==> config.mk <==
export PLATFORM = sky130hd
export DESIGN_NAME = panel_sequencer
export DESIGN_NICKNAME = d
export VERILOG_FILES = /design/src/rtl/panel_sequencer.sv
export SDC_FILE = /design/constraint.sdc
export NUM_CORES = 1
export LEC_CHECK = 0
export BUFFER_PORTS_ARGS = -buffer_cell sky130_fd_sc_hd__buf_2
export CORE_ASPECT_RATIO = 2
export CORE_UTILIZATION = 30
export DETAILED_ROUTE_END_ITERATION = 6
export HOLD_SLACK_MARGIN = 0.12
export PLACE_DENSITY_LB_ADDON = 0.12
export SLEW_MARGIN = 20
export SYNTH_ARGS = -nofsm -noshare
export SYNTH_HDL_FRONTEND = slang
export SYNTH_SLANG_ARGS = --single-unit
export TNS_END_PERCENT = 50
==> constraint.sdc <==
create_clock -name clk -period 2 [get_ports clk]
set_clock_uncertainty 0.05 [all_clocks]
set_input_delay 0.2 -clock clk [delete_from_list [all_inputs] [get_ports clk]]
set_output_delay 0.2 -clock clk [all_outputs]
set_load 0.05 [all_outputs]
==> src/rtl/panel_sequencer.sv <==
// Front-panel command sequencer: decodes Clear/ExtLoad/Load/Dep/Exam/Cont, owns PC/IF/DF/MB, runs the memory req/ack handshake.
// Accept to command state in 1 cycle; memory commands hold mem_req until mem_ack. Optional timeout enabled by PANEL_TIMEOUT_EN.
module panel_sequencer #(
  parameter int TMO_CYCLES = 64
) (
  input  logic        clk,
  input  logic        reset,
  input  logic        triggerd,
  input  logic        cleard,
  input  logic        extd_addrd,
  input  logic        addr_loadd,
  input  logic        depd,
  input  logic        examd,
  input  logic        contd,
  input  logic        halted,
  input  logic [0:11] sr,
  input  logic [0:11] mem_rdata,
  input  logic        mem_ack,
  output logic        mem_req,
  output logic        mem_we,
  output logic [0:14] mem_addr,
  output logic [0:11] mem_wdata,
  output logic [0:11] pc,
  output logic [0:2]  ifr,
  output logic [0:2]  dfr,
  output logic [0:11] mb,
  output logic        clear_req,
  output logic        run_req,
  output logic        busy,
  output logic        mem_err
);

  typedef enum logic [2:0] {
    S_IDLE, S_CLR, S_EXTD, S_LOAD, S_DEP, S_EXAM, S_CONT
  } state_t;

  state_t state;
  state_t next_cmd;
  logic   trig_q;
  logic   accept;

  if (TMO_CYCLES < 2) begin : g_tmo_chk
    $error("panel_sequencer: TMO_CYCLES must be at least 2");
  end

  assign accept = triggerd && !trig_q && (state == S_IDLE);
  assign busy   = (state != S_IDLE);

  // Priority pick first, then halt gating: a gated winner suppresses the whole command.
  always_comb begin
    next_cmd = S_IDLE;
    if (cleard)          next_cmd = halted ? S_CLR  : S_IDLE;
    else if (extd_addrd) next_cmd = halted ? S_EXTD : S_IDLE;
    else if (addr_loadd) next_cmd = halted ? S_LOAD : S_IDLE;
    else if (depd)       next_cmd = halted ? S_DEP  : S_IDLE;
    else if (examd)      next_cmd = halted ? S_EXAM : S_IDLE;
    else if (contd)      next_cmd = S_CONT;
  end

`ifdef PANEL_TIMEOUT_EN
  localparam int TMO_W = (TMO_CYCLES > 2) ? $clog2(TMO_CYCLES) : 1;
  localparam logic [TMO_W-1:0] TMO_LAST = TMO_W'(TMO_CYCLES - 1);
  logic [TMO_W-1:0] wait_cnt;
`else
  assign mem_err = 1'b0;
`endif

  always_ff @(posedge clk) begin
    if (reset) begin
      state     <= S_IDLE;
      trig_q    <= 1'b0;
      mem_req   <= 1'b0;
      mem_we    <= 1'b0;
      mem_addr  <= '0;
      mem_wdata <= '0;
      pc        <= '0;
      ifr       <= '0;
      dfr       <= '0;
      mb        <= '0;
      clear_req <= 1'b0;
      run_req   <= 1'b0;
`ifdef PANEL_TIMEOUT_EN
      mem_err   <= 1'b0;
      wait_cnt  <= '0;
`endif
    end else begin
      trig_q    <= triggerd;
      clear_req <= 1'b0;
      run_req   <= 1'b0;
      case (state)
        S_IDLE: begin
          if (accept && next_cmd != S_IDLE) begin
            state     <= next_cmd;
            mem_addr  <= {ifr, pc};
            mem_wdata <= sr;
            clear_req <= (next_cmd == S_CLR);
            run_req   <= (next_cmd == S_CONT);
            mem_req   <= (next_cmd == S_DEP) || (next_cmd == S_EXAM);
            mem_we    <= (next_cmd == S_DEP);
`ifdef PANEL_TIMEOUT_EN
            mem_err   <= 1'b0;
            wait_cnt  <= '0;
`endif
          end
        end
        S_CLR, S_CONT: state <= S_IDLE;
        S_EXTD: begin
          ifr   <= sr[6:8];
          dfr   <= sr[9:11];
          state <= S_IDLE;
        end
        S_LOAD: begin
          pc    <= sr;
          state <= S_IDLE;
        end
        S_DEP, S_EXAM: begin
          // An ack on the expiry cycle still completes the access.
          if (mem_ack) begin
            mb      <= (state == S_DEP) ? mem_wdata : mem_rdata;
            pc      <= pc + 12'd1;
            mem_req <= 1'b0;
            mem_we  <= 1'b0;
            state   <= S_IDLE;
          end
`ifdef PANEL_TIMEOUT_EN
          else if (wait_cnt == TMO_LAST) begin
            mem_req <= 1'b0;
            mem_we  <= 1'b0;
            mem_err <= 1'b1;
            state   <= S_IDLE;
          end else begin
            wait_cnt <= wait_cnt + 1'b1;
          end
`endif
        end
        default: state <= S_IDLE;
      endcase
    end
  end

endmodule

* Yosys cells after proc, flatten, opt, wreduce, memory -nomap -nowiden
Cells that the tools add are included.
** Cells by class
- Reduce and logical (&&, ||, !) cells :: 17
- Bitwise operators :: 2
- Multiplexer cells :: 22
- Equality and inequality tests :: 10
- $add $sub $neg :: 1
** Operators with widths (count)
- $mux W3 :: 10
- $mux W12 :: 2
- $pmux W12 S2 :: 1
- $eq A3 B3 Y1 const B :: 5
- $add A12 B1 Y12 const B :: 1
- $reduce_and A2 Y1 :: 4
- $eq A3 B2 Y1 const B :: 2
- $pmux W3 S2 :: 1
- $reduce_bool A3 Y1 :: 2
- $mux W1 :: 4
- $mux W2 :: 2
- $pmux W1 S2 :: 2
- $reduce_bool A2 Y1 :: 2
- $eq A3 B1 Y1 const B :: 1
- $logic_and A1 B1 Y1 :: 3
- $logic_not A3 Y1 :: 1
- $reduce_and A3 Y1 :: 1
- $reduce_or A3 Y1 :: 1
- $ne A2 B1 Y1 const B :: 1
- $ne A2 B2 Y1 const B :: 1
- $not A1 Y1 :: 2
- $reduce_or A2 Y1 :: 1
- $logic_not A1 Y1 :: 1
- $logic_or A1 B1 Y1 :: 1
** Word-level totals
- Register bits :: 65
- Output and inout bits :: 63

* Longest topological paths before layout
Gate-level depths: netlist (run 1).
- Word-level depth :: 10
- Depth in mapped cells :: 7
- Mapped depth without buffers :: 5

* Least setup slack after synthesis (run 1)
No wires, ideal clock.
- Path kind :: register to register
- Start :: reg pc[11] (netlist bit)
- End :: reg pc[3] (netlist bit)
- Library setup time :: 75 ps
- Slack :: 177 ps
- Cell stages (with the launch flop) :: 6
- Arrival time :: 1698 ps
- Path through :: dfxtp_1 ha_1 and3_1 nand4_1 o31a_1 o22ai_1
** Between the ends
- Cells in the longest elaborated chain, start to end :: 3
** Ends and longest elaborated chain
- start, declared :: line 23 : output logic [0:11] pc,
- start signal, assigned :: line 113 : pc <= sr;
- start signal, assigned :: line 120 : pc <= pc + 12'd1;
- $add A12 B1 Y12 :: line 120
- $mux W12 :: line 118 : if (mem_ack) begin
- $pmux W12 S2 :: line 90 : case (state)
Every way passes these cells. The select of a mux whose other input is x is not followed.
A chain may end at the register's enable or synchronous reset.

* Final worst setup path (run 1)
- Start :: reg state[2]
- End :: reg pc[2] (netlist bit)
** Between the ends
- Cells in the longest elaborated chain, start to end :: 4
- Elaborated cells between the ends (all ways) :: 8
- Classes of those cells :: eq/ne: 4; mux: 1; reduce/logical: 3
** Ends and longest elaborated chain
- start, declared :: line 37 : state_t state;
- start signal, assigned :: line 93 : state <= next_cmd;
- $eq A3 B3 Y1 :: line 90
- $reduce_or A2 Y1 :: line 90
- $ne A2 B2 Y1 (no line) or $reduce_bool A2 Y1 (tied branches)
- $reduce_and A2 Y1 (no line)
Parallel ways exist; a longest one is shown, timed or not.

==> results of run 1 <==
-- registers in the layout, summed over array words and instances, names as in the netlist --
name,cells
dfr,3
run_req,1
clear_req,1
state,3
mem_wdata,12
mem_addr,15
trig_q,1
mem_req,1
ifr,3
mb,12
pc,12
mem_we,1
-- kinds of logic after synthesis --
kind of cell,after synthesis,synth area share [%]
other,1,0.124
and+or+nand+nor,137,21.2
adders and majority gates,1,0.413
AOI/OAI and AO/OA,61,14.2
muxes,48,15.9
buffers and inverters,30,5.25
DFF,65,43.0
-- layout by cell type, fill, tap and decap left out, types with 3 or more instances in the layout --
cell type,n
a211oi_1,14
a21oi_1,10
a32oi_1,3
and2_1,5
buf_2,96
buf_4,23
bufinv_16,3
clkbuf_16,9
dfxtp_1,65
dlygate4sd3_1,10
inv_1,5
mux2i_1,47
nand2_1,68
nand3_1,5
nand4_1,3
nor2_1,31
nor2b_1,5
nor3_1,5
o21ai_0,4
o21ai_1,6
o22ai_1,3
-- power groups by stage --
stage          combinational, mW  clock, mW  sequential (mW)
3_3_place_gp               0.323          0             1.36
6_report                   0.338       1.80             1.33
4_1_cts                    0.341       1.85             1.33
2_1_floorplan              0.149          0             1.42
3_5_place_dp               0.326          0             1.36
5_1_grt                    0.361       1.91             1.34
-- metal layers --
layer | vias up | share of wire, %
li1 | 1444 | -
met1 | 1389 | 38
met2 | 76 | 55
met3 | 15 | 3.7
met4 | 0 | 2.9
met5 | - | 0
-- through the flow --
| stage | total power, mW | util, % | cell area, um2 |
|---|---|---|---|
| 6_report | 3.47 | 42.8 | 4180 |
| 5_1_grt | 3.61 | 42.8 | 4180 |
| 4_1_cts | 3.52 | 42.8 | 4180 |
| 3_5_place_dp | 1.69 | 38.3 | 3740 |
| 3_3_place_gp | 1.68 | 38.3 | 3740 |
| 2_1_floorplan | 1.57 | - | 3030 |
-- critical path: cells and delay by family (launching register included) --
family / cells / cell delay, ns
simple gates: 2 / 0.85
flops: 1 / 0.51
compound gates: 2 / 0.19
-- area by class of cell --
type / instances / area, um2 / share of cell area (%)
Clock buffer: 9 / 225 / 5.39
Tap cell: 132 / 165 / 3.95
Sequential cell: 65 / 1300 / 31.1
Timing Repair Buffer: 130 / 773 / 18.5
Clock inverter: 7 / 118 / 2.81
Multi-Input combinational cell: 248 / 1580 / 37.7
Inverter: 6 / 22.5 / 0.539
-- what timing repair did --
item                                    4_1_cts  5_1_grt
hold buffers                                 10        0
endpoints found under the setup margin        0        0
hold endpoints to repair                     10        0
-- worst max path at each step --
stage                           to  cells past startpoint  startpoint  slack [ns]
after floorplan              pc[3]                      5      pc[11]        0.18
after global placement    state[2]                      6       examd        0.07
after detailed placement  state[2]                      6       examd        0.08
after CTS                    pc[2]                      4    state[2]        0.26
after global routing         pc[2]                      4    state[2]        0.12
final                        pc[2]                      4    state[2]        0.25
==> results.yml, run 1 <==
layout:
  nFillCells: 1031
  drive_gt1_share_pct: 30.5
  final_cells: 597
  nNetsFinal: 496
  num_antenna_cells: 0
  syn_to_final_growth_pct: 38.1
placement:
  io_buffers: 96
  placed_cells: 571
  dp_hpwl_um: 7070
  place_ws_ns: 0.0836
  routabilityCongestion: 0.902
synth:
  yosysSeqAreaShare_pct: 43.0
  synthesis.area_um2: 3030
  synth_top_area_share_pct: 43.0
  postSynthCellCount: 343
  synth-seq-cells: 65
  synth_common_cells: "nand2_1, dfxtp_1, mux2i_1, nor2_1, a211oi_1"
  ys_types: 52
  synth_top_flop_cell: "dfxtp_1"
  synth_edf_count: 0
  synth.area.top_cells: "dfxtp_1, mux2i_1, nand2_1, nor2_1, a211oi_1"
  synth_largest_area_cell: "dfxtp_1"
  synthArstFlopShare_pct: 0
  synth.most_common_cell: "nand2_1"
  synth.net_count: 379
  synth.avg_cell_area_um2: 8.83
  yosys_warnings: 0
critical_path:
  reg2reg_depth: 4
  path_cells: "nand2b_1 > or4_1 > o21ai_0 > a211oi_1"
  crit_arrival_ns: 1.88
  critPathMaxFanout: 9
  reg2reg_slack_ns: 0.25
  cpPeakStageDelay_ns: 0.57
  cp-start-kind: "flop"
  required_ns: 2.13
  endpoint_kind: "flop"
  slowest_stage: "or4_1"
  r2r-end: "pc[2]"
  crit_type: "flop to flop"
  r2r_start: "state[2]"
sta:
  fin_crit_sh_pct: 87.4
  worstMarginPinSlew_ns: 0.538
  fin_setup_tns_ns: 0
  postLayoutSetupSlackWorst_ns: 0.252
  slew_viol_final: 0
  max_freq_mhz: 572
  hold_viol: 0
  relSlewSlack_pct: 63.2
  fin_crit_ns: 1.75
  setup_violations: 0
  whs_ns: 0.140
  rsz0062_at_grt: "false"
hold_path:
  hold_start: "sr[7]"
  hold_depth: 3
  min_to: "mem_wdata[7]"
  hold_class: "input port to flop"
power:
  p_per_area_nw_per_um2: 830
  power.leakage_nw: 1.77
  p_comb_share_pct: 9.8
  vdd_drop_max_mv: 0.429
  p_int_mw: 2.66
  power_frac_clock_pct: 51.8
  netSwitchingFraction_pct: 23.3
  p_seq_share_pct: 38.4
  p_sw_mw: 0.806
status:
  status: "complete, no violations"
detailed_routing:
  routed_wl_um: 9290
  dr.pass1.iters: 4
  route.vias.total: 2924
  drc: 0
  wl_per_cell_um: 15.6
  ant_nets: 0
  viasPerCell: 4.90
  drt_iter0_drc: 94
die:
  dieArea_um2: 10500
  dieHeight_um: 144
  start_util_pct: 31.0
  core_um2: 9760
  io_pins: 98
  rows: 51
  die_w_um: 73.0
job:
  drv_cap: 0
grt:
  grt_util_met1_pct: 18.7
  grt_most_used_layer: "met2"
  grt_usage_pct: 18.8
  use_met3_pct: 3.83
  grt_max_degree: 35
  overflow: 0
  grt_pass1_wl_um: 14600
  antenna_found_initial: 0
  met2_usage_pct: 35.2
  grt_pass1_vias: 2863
clocking:
  numCtsBuffers: 9
  cts_max_path_buffers: 2
  clock-root-buffer: "clkbuf_16"
  htreeDepth: 3
  cts_tree: "built"
  worstSkewPairLatency_ns: 0.33
  postCtsResizedCells: 0
  cts_sinks: 65
  cts_setup_buffers: 0
  clk_pin_slew_ns: 0.06
(Power assumes the default switching activity.)
==> inputs of run 2 (changes only) <==
==> constraint.sdc (replaced) <==
create_clock -name clk -period 2.3 [get_ports clk]
set_clock_uncertainty 0.05 [all_clocks]
set_input_delay 0.23 -clock clk [delete_from_list [all_inputs] [get_ports clk]]
set_output_delay 0.23 -clock clk [all_outputs]
set_load 0.05 [all_outputs]
==> run 2 against run 1 <==
Clock-buffer cell count up 3. Global-route usage up 0.51 points. Clock power down 18%. Sequential share of layout area up 1.5 points. Non-clock buffer count down 18.
==> results.yml, run 2 (synthesis results as in run 1) <==
grt:
  antenna_found_initial: 0
  overflow: 0
  grt_pass1_wl_um: 14800
  grt_max_degree: 58
  grt_pass1_vias: 2836
  grt_usage_pct: 19.3
sta:
  worstMarginPinSlew_ns: 0.786
  fin_crit_sh_pct: 82.7
  fin_setup_tns_ns: 0
  max_freq_mhz: 525
  slew_viol_final: 0
  relSlewSlack_pct: 47.5
  hold_viol: 0
  fin_crit_ns: 1.90
  setup_violations: 0
  rsz0062_at_grt: "false"
die:
  core_um2: 9760
  dieHeight_um: 144
  rows: 51
  die_w_um: 73.0
  io_pins: 98
  start_util_pct: 31.0
  dieArea_um2: 10500
critical_path:
  critPathTopFamily: "compound AO/OA/AOI/OAI gates"
  startpoint: "state[0]"
  critPathBufInv: 1
  path_cells: "nand2_1 > o21bai_1 > buf_4 > nand2_1 > o22ai_1"
  required_ns: 2.51
  crit_type: "flop to flop"
  reg2reg_depth: 5
  slowest_stage: "o21bai_1"
  reg2reg_slack_ns: 0.40
  crit_arrival_ns: 2.11
  critPathMaxFanout: 11
  critPathMostFrequentCell: "nand2_1"
  endpoint_kind: "flop"
  cpPeakStageDelay_ns: 0.64
  r2r_start: "state[0]"
  cp-start-kind: "flop"
  r2r-end: "pc[5]"
layout:
  syn_to_final_growth_pct: 31.8
  multiInputGateArea_um2: 1580
  drive_gt1_share_pct: 29.1
  layout_commonest_cell: "buf_2"
  nFillCells: 1010
  top_register: "mem_addr"
  nNetsFinal: 478
  largest_reg_flops: 15
  register_area_um2: 1300
  num_antenna_cells: 0
  utilization_pct: 40.9
  final_cell_mix: "buf_2, nand2_1, dfxtp_1"
hold_path:
  hold_start: "sr[5]"
  hold_depth: 3
  hold_class: "input port to flop"
  min_to: "mem_wdata[5]"
clocking:
  clk_pin_slew_ns: 0.06
  htreeDepth: 3
  cts_sinks: 65
  postCtsResizedCells: 0
  cts_max_path_buffers: 2
  cts_tree: "built"
  numCtsBuffers: 9
  worstSkewPairLatency_ns: 0.33
  clock-root-buffer: "clkbuf_16"
power:
  p_per_area_nw_per_um2: 729
  power.leakage_nw: 1.67
  vdd_drop_max_mv: 0.447
detailed_routing:
  route.vias.total: 2810
  dr.pass1.iters: 7
  drt_iter0_drc: 168
  wl_per_cell_um: 16.4
  drc: 0
  viasPerCell: 4.86
  ant_nets: 0
  routed_wl_um: 9500
placement:
  dp_hpwl_um: 7020
  io_buffers: 96
  routabilityCongestion: 0.895
status:
  status: "complete, no violations"
job:
  drv_cap: 0
-- run 2: changes by cell type in the layout (fill, tap and decap cells not counted) --
| cell | before | now |
|---|---|---|
| buf_4 | 23 | 14 |
| bufinv_16 | 3 | 2 |
| clkbuf_1 | 0 | 2 |
| clkbuf_8 | 0 | 1 |
| clkinv_2 | 2 | 1 |
| clkinv_4 | 1 | 0 |
| dlygate4sd3_1 | 10 | 1 |
| inv_6 | 1 | 0 |
-- run 2: repair_timing --
item,4_1_cts,5_1_grt
setup buffers,0,0
endpoints found under the hold margin,1,0
hold buffers,1,0
-- run 2: metrics by stage --
stage	setup slack, ns	cells	area [um2]	total power [mW]	hold WS, ns
3_3_place_gp	0.331	562	3670	1.46	0.390
5_1_grt	0.209	578	3990	3.01	0.145
6_report	0.397	578	3990	2.91	0.133
2_1_floorplan	0.477	343	3030	1.36	0.322
4_1_cts	0.393	578	3990	2.94	0.122
3_5_place_dp	0.390	562	3670	1.46	0.396
-- run 2: layer usage --
| layer | wire length (um) | global-route usage (%) | share of wire, % |
|---|---|---|---|
| met5 | 0 | 0 | 0 |
| met4 | 223 | 9.91 | 2.3 |
| met3 | 311 | 3.90 | 3.3 |
| met2 | 5300 | 35.7 | 56 |
| met1 | 3660 | 19.7 | 39 |
-- run 2: worst max-delay path by stage --
stage                     endpoint  depth (start not counted)
after global placement    state[2]                          6
after detailed placement     pc[5]                          5
after CTS                    pc[5]                          5
after global routing         pc[5]                          5
after floorplan              pc[3]                          5
final                        pc[5]                          5
-- run 2: where the power goes --
part	total (mW)	internal, mW	switching [mW]	leakage [nW]
Combinational	0.274	0.0945	0.180	0.991
Clock	1.48	0.971	0.504	0.153
Sequential	1.16	1.14	0.0154	0.525
-- run 2: final cells by class --
| class | instances | area share (%) |
|---|---|---|
| Clock buffer | 12 | 6.18 |
| Multi-Input combinational cell | 248 | 39.5 |
| Sequential cell | 65 | 32.6 |
| Inverter | 6 | 0.564 |
| Timing Repair Buffer | 112 | 15.4 |
| Tap cell | 132 | 4.14 |
| Clock inverter | 3 | 1.63 |
-- run 2: worst min-delay path, cell delays in order --
cell	delay, ns
buf_2	0.12
nand2_1	0.06
mux2i_1	0.06
